===== src/rtl/aq_axi_slave_pkg.sv =====
// Shared types and constants for the AXI4 32-bit slave to local-bus bridge.
package aq_axi_slave_pkg;

  typedef enum logic [2:0] {
    ST_IDLE,
    ST_W_DATA,
    ST_W_LOCAL,
    ST_W_RESP,
    ST_R_LOCAL,
    ST_R_DATA
  } state_t;

  localparam logic [1:0]  RESP_OKAY    = 2'b00;
  localparam logic [1:0]  RESP_SLVERR  = 2'b10;
  localparam logic [31:0] TIMEOUT_DATA = 32'hDEAD_BEEF;

  // Next word address; bits [31:12] never change, so bursts wrap inside the 4 KB page.
  function automatic logic [31:0] next_word_addr(input logic [31:0] addr);
    return {addr[31:12], addr[11:2] + 10'd1, 2'b00};
  endfunction

endpackage


===== src/rtl/aq_axi_slave_addr_gen.sv =====
// Beat address generator: word-aligned, 4 KB-wrapping incrementer plus beat counter.
module aq_axi_slave_addr_gen
  import aq_axi_slave_pkg::*;
(
  input  logic        clk,
  input  logic        rst_n,
  input  logic        load,
  input  logic [31:0] load_addr,
  input  logic [7:0]  load_len,
  input  logic        advance,
  output logic [31:0] addr,
  output logic        last
);

  logic [7:0] beat_cnt;
  logic [7:0] beat_len;

  always_ff @(posedge clk or negedge rst_n) begin
    if (!rst_n) begin
      addr     <= '0;
      beat_cnt <= '0;
      beat_len <= '0;
    end else if (load) begin
      addr     <= load_addr & 32'hFFFF_FFFC;
      beat_cnt <= '0;
      beat_len <= load_len;
    end else if (advance) begin
      addr     <= next_word_addr(addr);
      beat_cnt <= beat_cnt + 8'd1;
    end
  end

  assign last = (beat_cnt == beat_len);

endmodule


===== src/rtl/aq_axi_slave32_local.sv =====
// AXI4 32-bit slave that turns each burst beat into one single-word local-bus access.
// Optional local ACK timeout is enabled by defining AQ_AXI_SLAVE_TIMEOUT_EN.
module aq_axi_slave32_local
  import aq_axi_slave_pkg::*;
#(
  parameter int ADDR_W         = 32,
  parameter int TIMEOUT_CYCLES = 255
) (
  input  logic              ACLK,
  input  logic              ARESETN,
  input  logic              S_AXI_AWID,
  input  logic [31:0]       S_AXI_AWADDR,
  input  logic [7:0]        S_AXI_AWLEN,
  input  logic              S_AXI_AWVALID,
  output logic              S_AXI_AWREADY,
  input  logic [31:0]       S_AXI_WDATA,
  input  logic [3:0]        S_AXI_WSTRB,
  input  logic              S_AXI_WLAST,
  input  logic              S_AXI_WVALID,
  output logic              S_AXI_WREADY,
  output logic              S_AXI_BID,
  output logic [1:0]        S_AXI_BRESP,
  output logic              S_AXI_BVALID,
  input  logic              S_AXI_BREADY,
  input  logic              S_AXI_ARID,
  input  logic [31:0]       S_AXI_ARADDR,
  input  logic [7:0]        S_AXI_ARLEN,
  input  logic              S_AXI_ARVALID,
  output logic              S_AXI_ARREADY,
  output logic              S_AXI_RID,
  output logic [31:0]       S_AXI_RDATA,
  output logic [1:0]        S_AXI_RRESP,
  output logic              S_AXI_RLAST,
  output logic              S_AXI_RVALID,
  input  logic              S_AXI_RREADY,
  output logic              LOCAL_CS,
  output logic              LOCAL_RNW,
  output logic [ADDR_W-1:0] LOCAL_ADDR,
  output logic [3:0]        LOCAL_BE,
  output logic [31:0]       LOCAL_WDATA,
  input  logic [31:0]       LOCAL_RDATA,
  input  logic              LOCAL_ACK
);

  if (TIMEOUT_CYCLES < 1) begin : g_bad_timeout
    $error("TIMEOUT_CYCLES must be at least 1");
  end

  state_t      state, state_next;
  logic        run;
  logic        prio_w;
  logic        id_r;
  logic        err;
  logic [31:0] wdata_r;
  logic [3:0]  wstrb_r;
  logic [31:0] rdata_r;
  logic [1:0]  rresp_r;

  logic        aw_grant, ar_grant;
  logic        load, advance;
  logic        cs;
  logic        local_done, local_err;
  logic [31:0] addr;
  logic        last;

  // run keeps the ready pulses low while ARESETN is held, even if a master drives VALID.
  assign aw_grant = (state == ST_IDLE) && run && S_AXI_AWVALID && (!S_AXI_ARVALID || prio_w);
  assign ar_grant = (state == ST_IDLE) && run && S_AXI_ARVALID && (!S_AXI_AWVALID || !prio_w);
  assign cs       = (state == ST_W_LOCAL) || (state == ST_R_LOCAL);

`ifdef AQ_AXI_SLAVE_TIMEOUT_EN
  localparam int TO_W = $clog2(TIMEOUT_CYCLES + 1);
  logic [TO_W-1:0] to_cnt;
  logic            timeout;

  assign timeout = cs && !LOCAL_ACK && (to_cnt == TO_W'(TIMEOUT_CYCLES - 1));

  always_ff @(posedge ACLK or negedge ARESETN) begin
    if (!ARESETN)                       to_cnt <= '0;
    else if (cs && !LOCAL_ACK && !timeout) to_cnt <= to_cnt + 1'b1;
    else                                to_cnt <= '0;
  end

  assign local_done = LOCAL_ACK || timeout;
  assign local_err  = timeout;
`else
  assign local_done = LOCAL_ACK;
  assign local_err  = 1'b0;
`endif

  aq_axi_slave_addr_gen u_addr_gen (
    .clk       (ACLK),
    .rst_n     (ARESETN),
    .load      (load),
    .load_addr (aw_grant ? S_AXI_AWADDR : S_AXI_ARADDR),
    .load_len  (aw_grant ? S_AXI_AWLEN  : S_AXI_ARLEN),
    .advance   (advance),
    .addr      (addr),
    .last      (last)
  );

  always_ff @(posedge ACLK or negedge ARESETN) begin
    if (!ARESETN) state <= ST_IDLE;
    else          state <= state_next;
  end

  always_comb begin
    state_next    = state;
    S_AXI_AWREADY = 1'b0;
    S_AXI_ARREADY = 1'b0;
    S_AXI_WREADY  = 1'b0;
    load          = 1'b0;
    advance       = 1'b0;
    case (state)
      ST_IDLE: begin
        if (aw_grant) begin
          S_AXI_AWREADY = 1'b1;
          load          = 1'b1;
          state_next    = ST_W_DATA;
        end else if (ar_grant) begin
          S_AXI_ARREADY = 1'b1;
          load          = 1'b1;
          state_next    = ST_R_LOCAL;
        end
      end
      ST_W_DATA: begin
        S_AXI_WREADY = 1'b1;
        // An all-zero strobe beat skips the local access but still consumes a beat.
        if (S_AXI_WVALID) begin
          if (S_AXI_WSTRB != 4'h0) state_next = ST_W_LOCAL;
          else if (last)           state_next = ST_W_RESP;
          else                     advance    = 1'b1;
        end
      end
      ST_W_LOCAL: begin
        if (local_done) begin
          if (last) begin
            state_next = ST_W_RESP;
          end else begin
            advance    = 1'b1;
            state_next = ST_W_DATA;
          end
        end
      end
      ST_W_RESP: begin
        if (S_AXI_BREADY) state_next = ST_IDLE;
      end
      ST_R_LOCAL: begin
        if (local_done) state_next = ST_R_DATA;
      end
      ST_R_DATA: begin
        if (S_AXI_RREADY) begin
          if (last) begin
            state_next = ST_IDLE;
          end else begin
            advance    = 1'b1;
            state_next = ST_R_LOCAL;
          end
        end
      end
      default: state_next = ST_IDLE;
    endcase
  end

  always_ff @(posedge ACLK or negedge ARESETN) begin
    if (!ARESETN) begin
      run     <= 1'b0;
      prio_w  <= 1'b1;
      id_r    <= 1'b0;
      err     <= 1'b0;
      wdata_r <= '0;
      wstrb_r <= '0;
      rdata_r <= '0;
      rresp_r <= RESP_OKAY;
    end else begin
      run <= 1'b1;
      if (aw_grant) begin
        id_r   <= S_AXI_AWID;
        err    <= 1'b0;
        prio_w <= !prio_w;
      end else if (ar_grant) begin
        id_r   <= S_AXI_ARID;
        prio_w <= !prio_w;
      end
      if ((state == ST_W_DATA) && S_AXI_WVALID) begin
        wdata_r <= S_AXI_WDATA;
        wstrb_r <= S_AXI_WSTRB;
        if (S_AXI_WLAST != last) err <= 1'b1;
      end
      if ((state == ST_W_LOCAL) && local_done && local_err) err <= 1'b1;
      if ((state == ST_R_LOCAL) && local_done) begin
        rdata_r <= local_err ? TIMEOUT_DATA : LOCAL_RDATA;
        rresp_r <= local_err ? RESP_SLVERR  : RESP_OKAY;
      end
    end
  end

  assign S_AXI_BID    = id_r;
  assign S_AXI_BVALID = (state == ST_W_RESP);
  assign S_AXI_BRESP  = ((state == ST_W_RESP) && err) ? RESP_SLVERR : RESP_OKAY;
  assign S_AXI_RID    = id_r;
  assign S_AXI_RDATA  = rdata_r;
  assign S_AXI_RRESP  = rresp_r;
  assign S_AXI_RVALID = (state == ST_R_DATA);
  assign S_AXI_RLAST  = (state == ST_R_DATA) && last;

  assign LOCAL_CS    = cs;
  assign LOCAL_RNW   = (state == ST_R_LOCAL);
  assign LOCAL_ADDR  = addr[ADDR_W-1:0];
  assign LOCAL_BE    = (state == ST_R_LOCAL) ? 4'hF : ((state == ST_W_LOCAL) ? wstrb_r : 4'h0);
  assign LOCAL_WDATA = wdata_r;

endmodule


===== config.mk =====
export PLATFORM = sky130hd
export DESIGN_NAME = aq_axi_slave32_local
export DESIGN_NICKNAME = d
export VERILOG_FILES = /design/src/rtl/aq_axi_slave_pkg.sv /design/src/rtl/aq_axi_slave_addr_gen.sv /design/src/rtl/aq_axi_slave32_local.sv
export SDC_FILE = /design/constraint.sdc
export NUM_CORES = 1
export LEC_CHECK = 0
export ABC_AREA = 1
export ABC_CLOCK_PERIOD_IN_PS = 3300
export CAP_MARGIN = 10
export CORE_ASPECT_RATIO = 1.4
export CORE_MARGIN = 2
export CORE_UTILIZATION = 40
export CTS_BUF_LIST = sky130_fd_sc_hd__clkbuf_8 sky130_fd_sc_hd__clkbuf_16
export CTS_CLUSTER_DIAMETER = 50
export DETAILED_ROUTE_END_ITERATION = 10
export GPL_ROUTABILITY_DRIVEN = 0
export HOLD_SLACK_MARGIN = 0.03
export PLACE_DENSITY = 0.87
export SYNTH_ARGS = -nofsm -noshare
export SYNTH_HDL_FRONTEND = slang
export SYNTH_SLANG_ARGS = --single-unit

===== constraint.sdc =====
create_clock -name ACLK -period 3.3 [get_ports ACLK]
set_input_delay 0.66 -clock ACLK [delete_from_list [all_inputs] [get_ports ACLK]]
set_output_delay 0.66 -clock ACLK [all_outputs]
set_load 0.03 [all_outputs]

==> flow_metrics.env <==
export IMPL_clk_latency_ns=0.42
export IMPL_port_buffers=263
export IMPL_grt_max_degree=50
export IMPL_core_um2=14900
export IMPL_critPathMaxFanout=8
export IMPL_drc=0
export IMPL_yosysTopAreaCellShare_pct=49.7
export IMPL_diodes=0
export IMPL_p_sw_mw=3.91
export IMPL_comb_power_share_pct=50.1
export IMPL_drv_cap=0
export IMPL_area_growth_pct=55.2
export IMPL_fillCellCount=1222
export IMPL_cts_hold_buf=0
export IMPL_required_ns=2.64
export IMPL_cp_end_kind="output port"
export IMPL_power_report_internal_total_mw=5.20
export IMPL_power_density_nw_per_um2=972
export IMPL_ys_types=32
export IMPL_h_tree_depth=4
export IMPL_peakVddDrop_mv=0.639
export IMPL_post_cts_setup_buffers=0
export IMPL_die_area_um2=16100
export IMPL_pwr_share_clk_pct=20.6
export IMPL_cts_sinks=121
export IMPL_antenna_left=0
export IMPL_synth_area_um2=6040
export IMPL_synth_flop_cell="dfrtp_1"
export IMPL_pwr_share_seq_pct=29.3
export IMPL_setup_viol=0
export IMPL_path_cells="inv_1, nand2_1, nand2_1, inv_1, nand2_1, nor2_1, nand2_1, nor2_1, clkdlybuf4s50_1"
export IMPL_slew_headroom_pct=37.4
export IMPL_critPathArrivalTime_ns=2.40
export IMPL_start_kind="register"
export IMPL_path_class="register to output port"
export IMPL_gr_total_overflow=0
export IMPL_grt_pass1_wl_um=29400
export IMPL_hold_viol=0
export IMPL_synth_seq_cells=121
export IMPL_tns_ns=0
export IMPL_avgSynthCellArea_um2=8.15
export IMPL_multi_input_area_um2=2620
export IMPL_hpwl_um=13600
export IMPL_period_share_pct=92.9
export IMPL_power_mw=9.11
export IMPL_crit_top_cell="nand2_1"
export IMPL_cts_buffer_depth=2
export IMPL_slowest_stage="clkdlybuf4s50_1"
export IMPL_holdWs_ns=0.264
export IMPL_worst_pin_slew_ns=0.938
export IMPL_rsz0062_at_grt="false"
export IMPL_max_freq_ghz=0.326
export IMPL_cts_root_buf="clkbuf_16"
export IMPL_p_leak_nw=4.34
export IMPL_drt_pass1_iterations=5
export IMPL_ys_seq_area_share_pct=50.2
export IMPL_numCtsBuffers=17
export IMPL_yosys_area_top_type="dfrtp_1"
export IMPL_antenna_found_initial=0
export IMPL_yosysWarnings=0
export IMPL_ys_top_cells_by_count="nand2_1, dfrtp_1, nor2_1"
export IMPL_layout_drive_gt1_share_pct=9.21
export IMPL_max_stage_delay_ns=0.70
export IMPL_die_x_um=108
export IMPL_status="completed"
export IMPL_start_util_pct=40.5
export IMPL_vias=5810
export IMPL_grtUsageTotal_pct=23.4
export IMPL_synth_edf_count=0
export IMPL_netSwitchingFraction_pct=42.9
export IMPL_final_core_util_pct=62.8
export IMPL_avgRoutedWirePerCell_um=15.6
export IMPL_routed_wirelength_um=18700
export IMPL_async_flop_share_pct=100
export IMPL_clk_pin_slew_ns=0.07
export IMPL_synth_most_common_cell="nand2_1"
export IMPL_synthTopCellsByArea="dfrtp_1, nand2_1, mux2_2"
export IMPL_cts_tree="built"
export IMPL_seqCellArea_um2=3030
export IMPL_drtIter0Drc=312
export IMPL_die_h_um=149
export IMPL_drv_slew=0
export IMPL_skew_ns=0.0275
export IMPL_ios=273
export IMPL_hold_path_class="input port to async pin"
export IMPL_grt_pass1_vias=6098
export IMPL_cts_resized=0
export IMPL_fin_crit_ns=3.06
export IMPL_placementRows=53
export IMPL_layout_nets=1158
export IMPL_via_per_inst=4.83
export IMPL_synthCells=741
==> critical path, delay by kind of cell, from the launching register on <==
kind          cells  cell delay (ns)
buf+inv           3             0.85
simple gates      6             0.66
flops             1             0.49
==> flip-flops by register name, summed over array words and instances, names as in the netlist, 3 cells and up <==
| signal | count |
|---|---|
| u_addr_gen.beat_len | 8 |
| state | 3 |
| u_addr_gen.beat_cnt | 8 |
| u_addr_gen.addr | 30 |
| wstrb_r | 4 |
| S_AXI_RDATA | 32 |
| LOCAL_WDATA | 32 |
==> final cells by class <==
type                       instances  share of cell area, %
clock buffer                      17                   4.54
clock inverter                    15                   1.74
inverter                          48                   1.92
multi-input combinational        536                   27.9
sequential                       121                   32.3
tap                              192                   2.56
timing repair buffer             273                   29.0
==> metrics by stage <==
step                instances  worst slack (ns)  cell area [µm²]
floorplan                 745              1.08             6050
global placement         1170             0.399             8780
detailed placement       1170             0.357             8780
CTS                      1202             0.259             9370
global route             1202             0.155             9370
finish                   1202             0.235             9370
==> worst paths after layout <==
check	end	slack (ns)	cells past startpoint	from
setup / recovery	S_AXI_RLAST	0.24	9	u_addr_gen.beat_cnt[3]
hold / removal	LOCAL_WDATA[18]	0.26	1	ARESETN
setup reg to reg	state[1]	1.19	9	prio_w
hold reg to reg	LOCAL_WDATA[19]	0.47	2	LOCAL_WDATA[19]
max in group asynchronous	S_AXI_RDATA[11]	2.09	2	ARESETN
min in group ACLK	LOCAL_WDATA[19]	0.47	2	LOCAL_WDATA[19]
==> cell families after synthesis <==
kind of cell             count (synthesis)  share of synthesized area [%]
flip-flops                             121                           50.2
AND/OR/NAND/NOR                        404                           27.6
adder cells (fa/ha/maj)                  2                          0.414
multiplexers                            32                           5.97
AO/OA/AOI/OAI                           81                           7.32
XOR/XNOR                                11                           1.60
buffers and inverters                   88                           6.78
other                                    2                          0.124
==> layer usage <==
| metal | GRT usage (%) | wire length (µm) | vias up |
|---|---|---|---|
| met5 | 0 | 0 | - |
| met4 | 10.3 | 520 | 0 |
| met3 | 6.99 | 1260 | 34 |
| met2 | 41.7 | 9900 | 207 |
| met1 | 25.4 | 7010 | 2717 |
| li1 | - | - | 2852 |
==> layout by cell type (no fill, tap or decap), types with 2 or more instances in the layout <==
cell             netlist  final
inv_1                 45     45
clkinv_4               0      3
dfrtp_1              120    120
inv_6                  0      7
nand2_1              298    298
o21bai_1               2      2
xor2_1                 5      5
nor2_1                50     50
nor2_4                 3      4
nand3_4                2      2
a22oi_1                8      8
nor3_1                 4      4
a21oi_1               27     27
xnor2_1                6      6
nand2_2                3      3
buf_4                 11     11
clkdlybuf4s50_1        0    261
ha_1                   2      2
clkinv_2               0      3
conb_1                 2      6
mux2_2                32     32
nand4_1                7      7
inv_2                  3      3
clkbuf_16              0     17
o21ai_0               43     43
bufinv_16              0      2
nand3_1               32     32
==> power groups by stage <==
stage,clock [mW],combinational (mW),sequential [mW]
after global placement,0,4.49,2.65
final,1.87,4.56,2.67
after CTS,1.91,4.60,2.67
after floorplan,0,1.67,3.69
after detailed placement,0,4.58,2.69
after global routing,1.98,4.90,2.76
(Power assumes the default switching activity.)
